[src/rtl/fp_mac_pkg.sv]
// rtl/fp_mac_pkg.sv - shared FP32 constants and accumulator FSM state type
// Purpose : common definitions for fp_accum_ctrl and its adder.
// Ports   : none (package).
package fp_mac_pkg;

  localparam int FP_W    = 32;
  localparam int EXP_MSB = 30;
  localparam int EXP_LSB = 23;
  localparam logic [FP_W-1:0] FP_ZERO = 32'h0000_0000;
  localparam logic [FP_W-1:0] FP_QNAN = 32'h7FC0_0000;

  typedef enum logic [1:0] {
    ST_IDLE = 2'd0,
    ST_ACC  = 2'd1,
    ST_DONE = 2'd2
  } state_t;

  // Exponent field all ones marks Inf or NaN.
  function automatic logic exp_all_ones(input logic [FP_W-1:0] x);
    return &x[EXP_MSB:EXP_LSB];
  endfunction

endpackage

[src/rtl/adder.sv]
// rtl/adder.sv - combinational IEEE-754 single-precision adder
// Purpose : sum = a + b, round-to-nearest-even, subnormals supported.
// Ports   : a   [31:0] in  - operand A
//           b   [31:0] in  - operand B
//           sum [31:0] out - rounded sum
module adder
  import fp_mac_pkg::*;
(
  input  logic [FP_W-1:0] a,
  input  logic [FP_W-1:0] b,
  output logic [FP_W-1:0] sum
);

  logic [FP_W-1:0] w_l;
  logic [FP_W-1:0] w_s;
  logic [7:0]      w_el;
  logic [7:0]      w_es;
  logic [7:0]      w_d;
  logic [23:0]     w_ml;
  logic [23:0]     w_ms;
  logic [26:0]     w_lx;
  logic [26:0]     w_sx;
  logic [26:0]     w_mask;
  logic [27:0]     w_raw;
  logic [26:0]     w_n;
  logic [9:0]      w_e;
  logic            w_rup;
  logic [24:0]     w_r;

  always_comb begin
    w_l    = a;
    w_s    = b;
    w_d    = 8'd0;
    w_sx   = 27'd0;
    w_mask = 27'd0;
    w_raw  = 28'd0;
    w_n    = 27'd0;
    w_e    = 10'd0;
    w_rup  = 1'b0;
    w_r    = 25'd0;
    sum    = FP_ZERO;

    // Order by magnitude so the subtraction below never goes negative.
    if (b[30:0] > a[30:0]) begin
      w_l = b;
      w_s = a;
    end
    // Subnormals carry an effective exponent of 1 and no hidden bit.
    w_el = (w_l[EXP_MSB:EXP_LSB] == 8'd0) ? 8'd1 : w_l[EXP_MSB:EXP_LSB];
    w_es = (w_s[EXP_MSB:EXP_LSB] == 8'd0) ? 8'd1 : w_s[EXP_MSB:EXP_LSB];
    w_ml = {|w_l[EXP_MSB:EXP_LSB], w_l[22:0]};
    w_ms = {|w_s[EXP_MSB:EXP_LSB], w_s[22:0]};
    w_d  = w_el - w_es;

    // Three extra low bits hold guard, round and sticky.
    w_lx = {w_ml, 3'b000};
    if (w_d > 8'd26) begin
      w_sx = {26'd0, |w_ms};
    end else begin
      w_mask = (27'd1 << w_d) - 27'd1;
      w_sx   = ({w_ms, 3'b000} >> w_d) | {26'd0, |({w_ms, 3'b000} & w_mask)};
    end

    if (w_l[31] == w_s[31]) w_raw = {1'b0, w_lx} + {1'b0, w_sx};
    else                    w_raw = {1'b0, w_lx} - {1'b0, w_sx};

    w_e = {2'b00, w_el};
    if (w_raw[27]) begin
      w_n = w_raw[27:1] | {26'd0, w_raw[0]};
      w_e = w_e + 10'd1;
    end else begin
      w_n = w_raw[26:0];
      // Left-normalise, stopping at exponent 1 so results fall into subnormal range.
      for (int i = 0; i < 26; i++) begin
        if (!w_n[26] && (w_e > 10'd1)) begin
          w_n = w_n << 1;
          w_e = w_e - 10'd1;
        end
      end
    end

    w_rup = w_n[2] & (w_n[1] | w_n[0] | w_n[3]);
    w_r   = {1'b0, w_n[26:3]} + {24'd0, w_rup};
    if (w_r[24]) begin
      w_r = w_r >> 1;
      w_e = w_e + 10'd1;
    end

    if (w_e >= 10'd255) sum = {w_l[31], 8'hFF, 23'd0};
    else                sum = {w_l[31], (w_r[23] ? w_e[7:0] : 8'd0), w_r[22:0]};

    if (w_raw == 28'd0) sum = FP_ZERO;

    // Special operands bypass the arithmetic path.
    if (exp_all_ones(a) || exp_all_ones(b)) begin
      if ((exp_all_ones(a) && (a[22:0] != 23'd0)) ||
          (exp_all_ones(b) && (b[22:0] != 23'd0)))
        sum = FP_QNAN;
      else if (exp_all_ones(a) && exp_all_ones(b) && (a[31] != b[31]))
        sum = FP_QNAN;
      else if (exp_all_ones(a))
        sum = a;
      else
        sum = b;
    end
  end

endmodule

[src/rtl/fp_accum_ctrl.sv]
// rtl/fp_accum_ctrl.sv - FP32 accumulation job controller
// Purpose : accepts a job of len FP32 operands and returns their running sum.
//           Optional macro FP_ACCUM_SPECIAL_FLAG_EN adds a sticky Inf/NaN flag.
// Ports   : clk, rst (async, active-high)
//           start, len[LEN_W-1:0]            - job request, sampled in IDLE
//           in_valid, in_data[31:0], in_ready - operand stream
//           out_valid, out_sum[31:0], out_ready - result handshake
//           busy                              - not IDLE
//           special_flag (macro only)         - acc has held Inf/NaN this job
module fp_accum_ctrl
  import fp_mac_pkg::*;
#(
  parameter int LEN_W = 8
) (
  input  logic             clk,
  input  logic             rst,
  input  logic             start,
  input  logic [LEN_W-1:0] len,
  input  logic             in_valid,
  input  logic [FP_W-1:0]  in_data,
  output logic             in_ready,
  output logic             out_valid,
  output logic [FP_W-1:0]  out_sum,
  input  logic             out_ready,
`ifdef FP_ACCUM_SPECIAL_FLAG_EN
  output logic             special_flag,
`endif
  output logic             busy
);

  state_t           r_state;
  state_t           w_next;
  logic [FP_W-1:0]  r_acc;
  logic [LEN_W-1:0] r_rem;
  logic             r_have_acc;
  logic             w_in_ready;
  logic             w_out_valid;
  logic             w_busy;
  logic             w_xfer;
  logic             w_start_ok;
  logic [FP_W-1:0]  w_sum;
  logic [FP_W-1:0]  w_acc_d;

  adder u_adder (
    .a   (r_acc),
    .b   (in_data),
    .sum (w_sum)
  );

  always_ff @(posedge clk or posedge rst) begin
    if (rst) r_state <= ST_IDLE;
    else     r_state <= w_next;
  end

  always_comb begin
    w_next      = r_state;
    w_in_ready  = 1'b0;
    w_out_valid = 1'b0;
    w_busy      = 1'b1;
    case (r_state)
      ST_IDLE: begin
        w_busy = 1'b0;
        if (start) w_next = (len == '0) ? ST_DONE : ST_ACC;
      end
      ST_ACC: begin
        w_in_ready = 1'b1;
        if (in_valid && (r_rem == LEN_W'(1))) w_next = ST_DONE;
      end
      ST_DONE: begin
        w_out_valid = 1'b1;
        if (out_ready) w_next = ST_IDLE;
      end
      default: w_next = ST_IDLE;
    endcase
  end

  assign w_xfer     = w_in_ready & in_valid;
  assign w_start_ok = (r_state == ST_IDLE) & start;
  // First operand of a job is loaded as-is; later ones go through the adder.
  assign w_acc_d    = r_have_acc ? w_sum : in_data;

  always_ff @(posedge clk or posedge rst) begin
    if (rst) begin
      r_acc      <= FP_ZERO;
      r_rem      <= '0;
      r_have_acc <= 1'b0;
    end else if (w_start_ok) begin
      r_rem      <= len;
      r_have_acc <= 1'b0;
      if (len == '0) r_acc <= FP_ZERO;
    end else if (w_xfer) begin
      r_acc      <= w_acc_d;
      r_rem      <= r_rem - LEN_W'(1);
      r_have_acc <= 1'b1;
    end
  end

`ifdef FP_ACCUM_SPECIAL_FLAG_EN
  logic r_special;

  always_ff @(posedge clk or posedge rst) begin
    if (rst)                                  r_special <= 1'b0;
    else if (w_start_ok)                      r_special <= 1'b0;
    else if (w_xfer && exp_all_ones(w_acc_d)) r_special <= 1'b1;
  end

  assign special_flag = r_special;
`endif

  assign in_ready  = w_in_ready;
  assign out_valid = w_out_valid;
  assign out_sum   = r_acc;
  assign busy      = w_busy;

endmodule

[config.mk]
export PLATFORM = sky130hd
export DESIGN_NAME = fp_accum_ctrl
export DESIGN_NICKNAME = d
export VERILOG_FILES = /design/src/rtl/fp_mac_pkg.sv /design/src/rtl/adder.sv /design/src/rtl/fp_accum_ctrl.sv
export SDC_FILE = /design/constraint.sdc
export NUM_CORES = 1
export LEC_CHECK = 0
export ABC_AREA = 1
export CORE_MARGIN = 4
export CORE_UTILIZATION = 50
export DETAILED_ROUTE_END_ITERATION = 6
export PLACE_DENSITY = 0.66
export RECOVER_POWER = 100
export SYNTH_ARGS = -nofsm -noshare
export SYNTH_HDL_FRONTEND = slang
export SYNTH_SLANG_ARGS = --single-unit
[constraint.sdc]
create_clock -name clk -period 41.1 [get_ports clk]
set_input_delay 4.11 -clock clk [delete_from_list [all_inputs] [get_ports clk]]
set_output_delay 4.11 -clock clk [all_outputs]
set_load 0.01 [all_outputs]
==> results.toml <==
[outcome]
status = "complete, but fails checks"
violations = "capacitance limit, slew limit"

[finish]
drive_above_1_share_pct = 20.3
layout.nets = 6856
fin_util_pct = 55.0
area_delta_synth_final_pct = 9.16
n_antenna_cell = 0

[detailed_routing]
wl_met1_mm = 57.6
top_layer = "met4"
drt_wl_total_mm = 123
first_pass_iters = 6
vias_per_cell = 5.41
drc = 0
ant_nets = 0
drt_iter0_drc = 4001
avgRoutedWirePerCell_microns = 16.2
num_vias = 41186
route.met2.wl_mm = 54.8
met3WireLength_mm = 8.11

[worst_setup_path]
worstSetupPathType = "in2reg"
critPathMaxStageDelay_ns = 0.57
crit_arrival_ns = 38.99
cpMostUsedCell = "nand2_1"
reg2reg_slack_ns = 5.94
start_kind = "primary input"
crit_required_ns = 41.35
timing.rr.end = "out_sum[21]"
end_kind = "flip-flop"
cpMaxStageDelayCell = "o21ai_0"
reg2regPathDepth = 273
crit_fanout = 15
reg2reg_from = "out_sum[1]"

[logic_synthesis]
ys.flop_type = "dfrtp_1"
syn_inst = 6516
synth.area.top_cells = "nand2_1 20%, inv_1 8.6%, o21ai_0 7.3%"
synth.top_cells.by_count = "1,891 x nand2_1, 806 x inv_1, 588 x nor2_1"
synthArstFlopShare_pct = 100
synth_nets = 6707
synth_top_area_cell = "nand2_1"
synth_top_area_share_pct = 20.1
netlist_area_sq_um = 35300
synth_edf_count = 0
ys_warn_count = 0
yosysSeqAreaShare_pct = 3.05
synth_area_per_cell_sq_um = 5.42
yosysMostFrequentCell = "nand2_1"
ys_ff_latch = 43
yosysUniqueCellTypes = 90

[timing]
finalHoldViolCount = 0
finClkSkew_ns = 0.0144
fmax_mhz = 25.8
min_period_over_period_pct = 94.3
max_slew_margin_pct = -107
holdWs_ns = 0.538
min_period_ns = 38.74
worst_pin_slew_ns = 3.11
drv_slew = 44
setup_viol = 0
grt_setup_unrepaired = "yes"

[die]
row_count = 97
fp.dieW_microns = 274
fp.dieH_microns = 274
initial_utilization_pct = 50.4
coreArea_sq_um = 70000
die-area_sq_um = 74900
io_pins = 80

[grt]
antenna_found_initial = 2
grt_overflow = 0
first_global_vias = 36126
grt_max_degree = 63
track_usage_pct = 30.8
grt_pass1_wl_mm = 192

[min_path]
min_delay_path_depth = 2
whs_endpoint = "r_rem[5]"
hp-start = "r_rem[5]"
hp-class = "reg2reg"

[cts]
cts_buffer_depth = 2
path_clk_slew_ns = 0.08
cts_tree = "yes"
cts.sinks = 43
clock-root-buffer = "clkbuf_16"
cts.htree.levels = 2
cts_buffers = 5
clk_latency_ns = 0.32

[run]
drv_cap = 2

[placed_design]
numPortBuffers = 79
gp_congestion = 1.00
dp_hpwl_mm = 101
worst max path at each step:
stage                 from  slack, ns  cells after the start     endpoint
2_1_floorplan  in_data[22]       0.62                    306  out_sum[12]
3_3_place_gp   in_data[23]      0.005                    284  out_sum[20]
3_5_place_dp   in_data[23]      -0.85                    283  out_sum[20]
4_1_cts        in_data[16]       0.04                    286  out_sum[20]
5_1_grt         in_data[0]      -0.34                    293  out_sum[26]
6_report       in_data[12]       2.36                    275  out_sum[21]
critical path, delay by kind of cell:
kind,cells,cell delay (ns)
simple gates,197,22.10
compound gates,12,2.20
xor+xnor,2,0.49
buf+inv,39,4.68
fa+ha+maj,25,5.37
metrics by stage:
step	setup TNS, ns	cells	setup slack, ns	instance area (sq um)
final	0	7606	2.36	38500
after global routing	-9.04	7606	-0.344	38500
after CTS	0	7519	0.0437	37200
after detailed placement	-23.04	7510	-0.852	37000
after global placement	0	7510	0.00494	37000
after floorplan	0	6516	0.616	35300
registers in the layout, indices dropped and copies added, names as in the netlist:
signal	cells
r_state	2
r_rem	8
out_sum	32
r_have_acc	1
kinds of logic after synthesis:
group                    share of synthesized area (%)
flip-flops                                        3.05
adder cells (fa/ha/maj)                           5.22
AND/OR/NAND/NOR                                   55.3
AO/OA/AOI/OAI                                     17.9
buffers and inverters                             16.0
multiplexers                                    0.0284
XOR/XNOR                                          2.53
what timing repair did:
action	in CTS	in global routing
endpoints found under the setup margin	31	31
resized for setup	7	156
hold buffers	0	0
pin swaps	1	44
cloned	1	12
buffers inserted	0	75
metal layers:
layer | GRT usage [%] | up-vias
li1 | - | 21170
met1 | 44.4 | 18505
met2 | 50.1 | 1335
met3 | 2.80 | 176
met4 | 5.88 | 0
met5 | 0 | -
area by class of cell:
type | instances | area (sq um)
Clock buffer | 5 | 125
Clock inverter | 3 | 20.0
Fill cell | 7604 | 31500
Inverter | 951 | 3730
Multi-Input combinational cell | 5292 | 29300
Sequential cell | 43 | 1080
Tap cell | 940 | 1180
Timing Repair Buffer | 372 | 3070
cell usage in the layout (no fill, tap or decap), drive strengths merged, types with 20 or more instances in the layout:
cell type,n
o21ai,623
nor3,42
nand3,529
ha,144
clkdlybuf4s50,41
dlygate4sd3,33
dfrtp,43
nor2,737
inv,923
nand2,2376
a21oi,332
clkinv,20
or2,27
buf,291
nand4,152
o31ai,25
xor2,69
a31oi,46
xnor2,29
nand3b,41
Power is not shown: default switching activity piles up to over one toggle a cycle in this logic, so the estimate is an artifact.
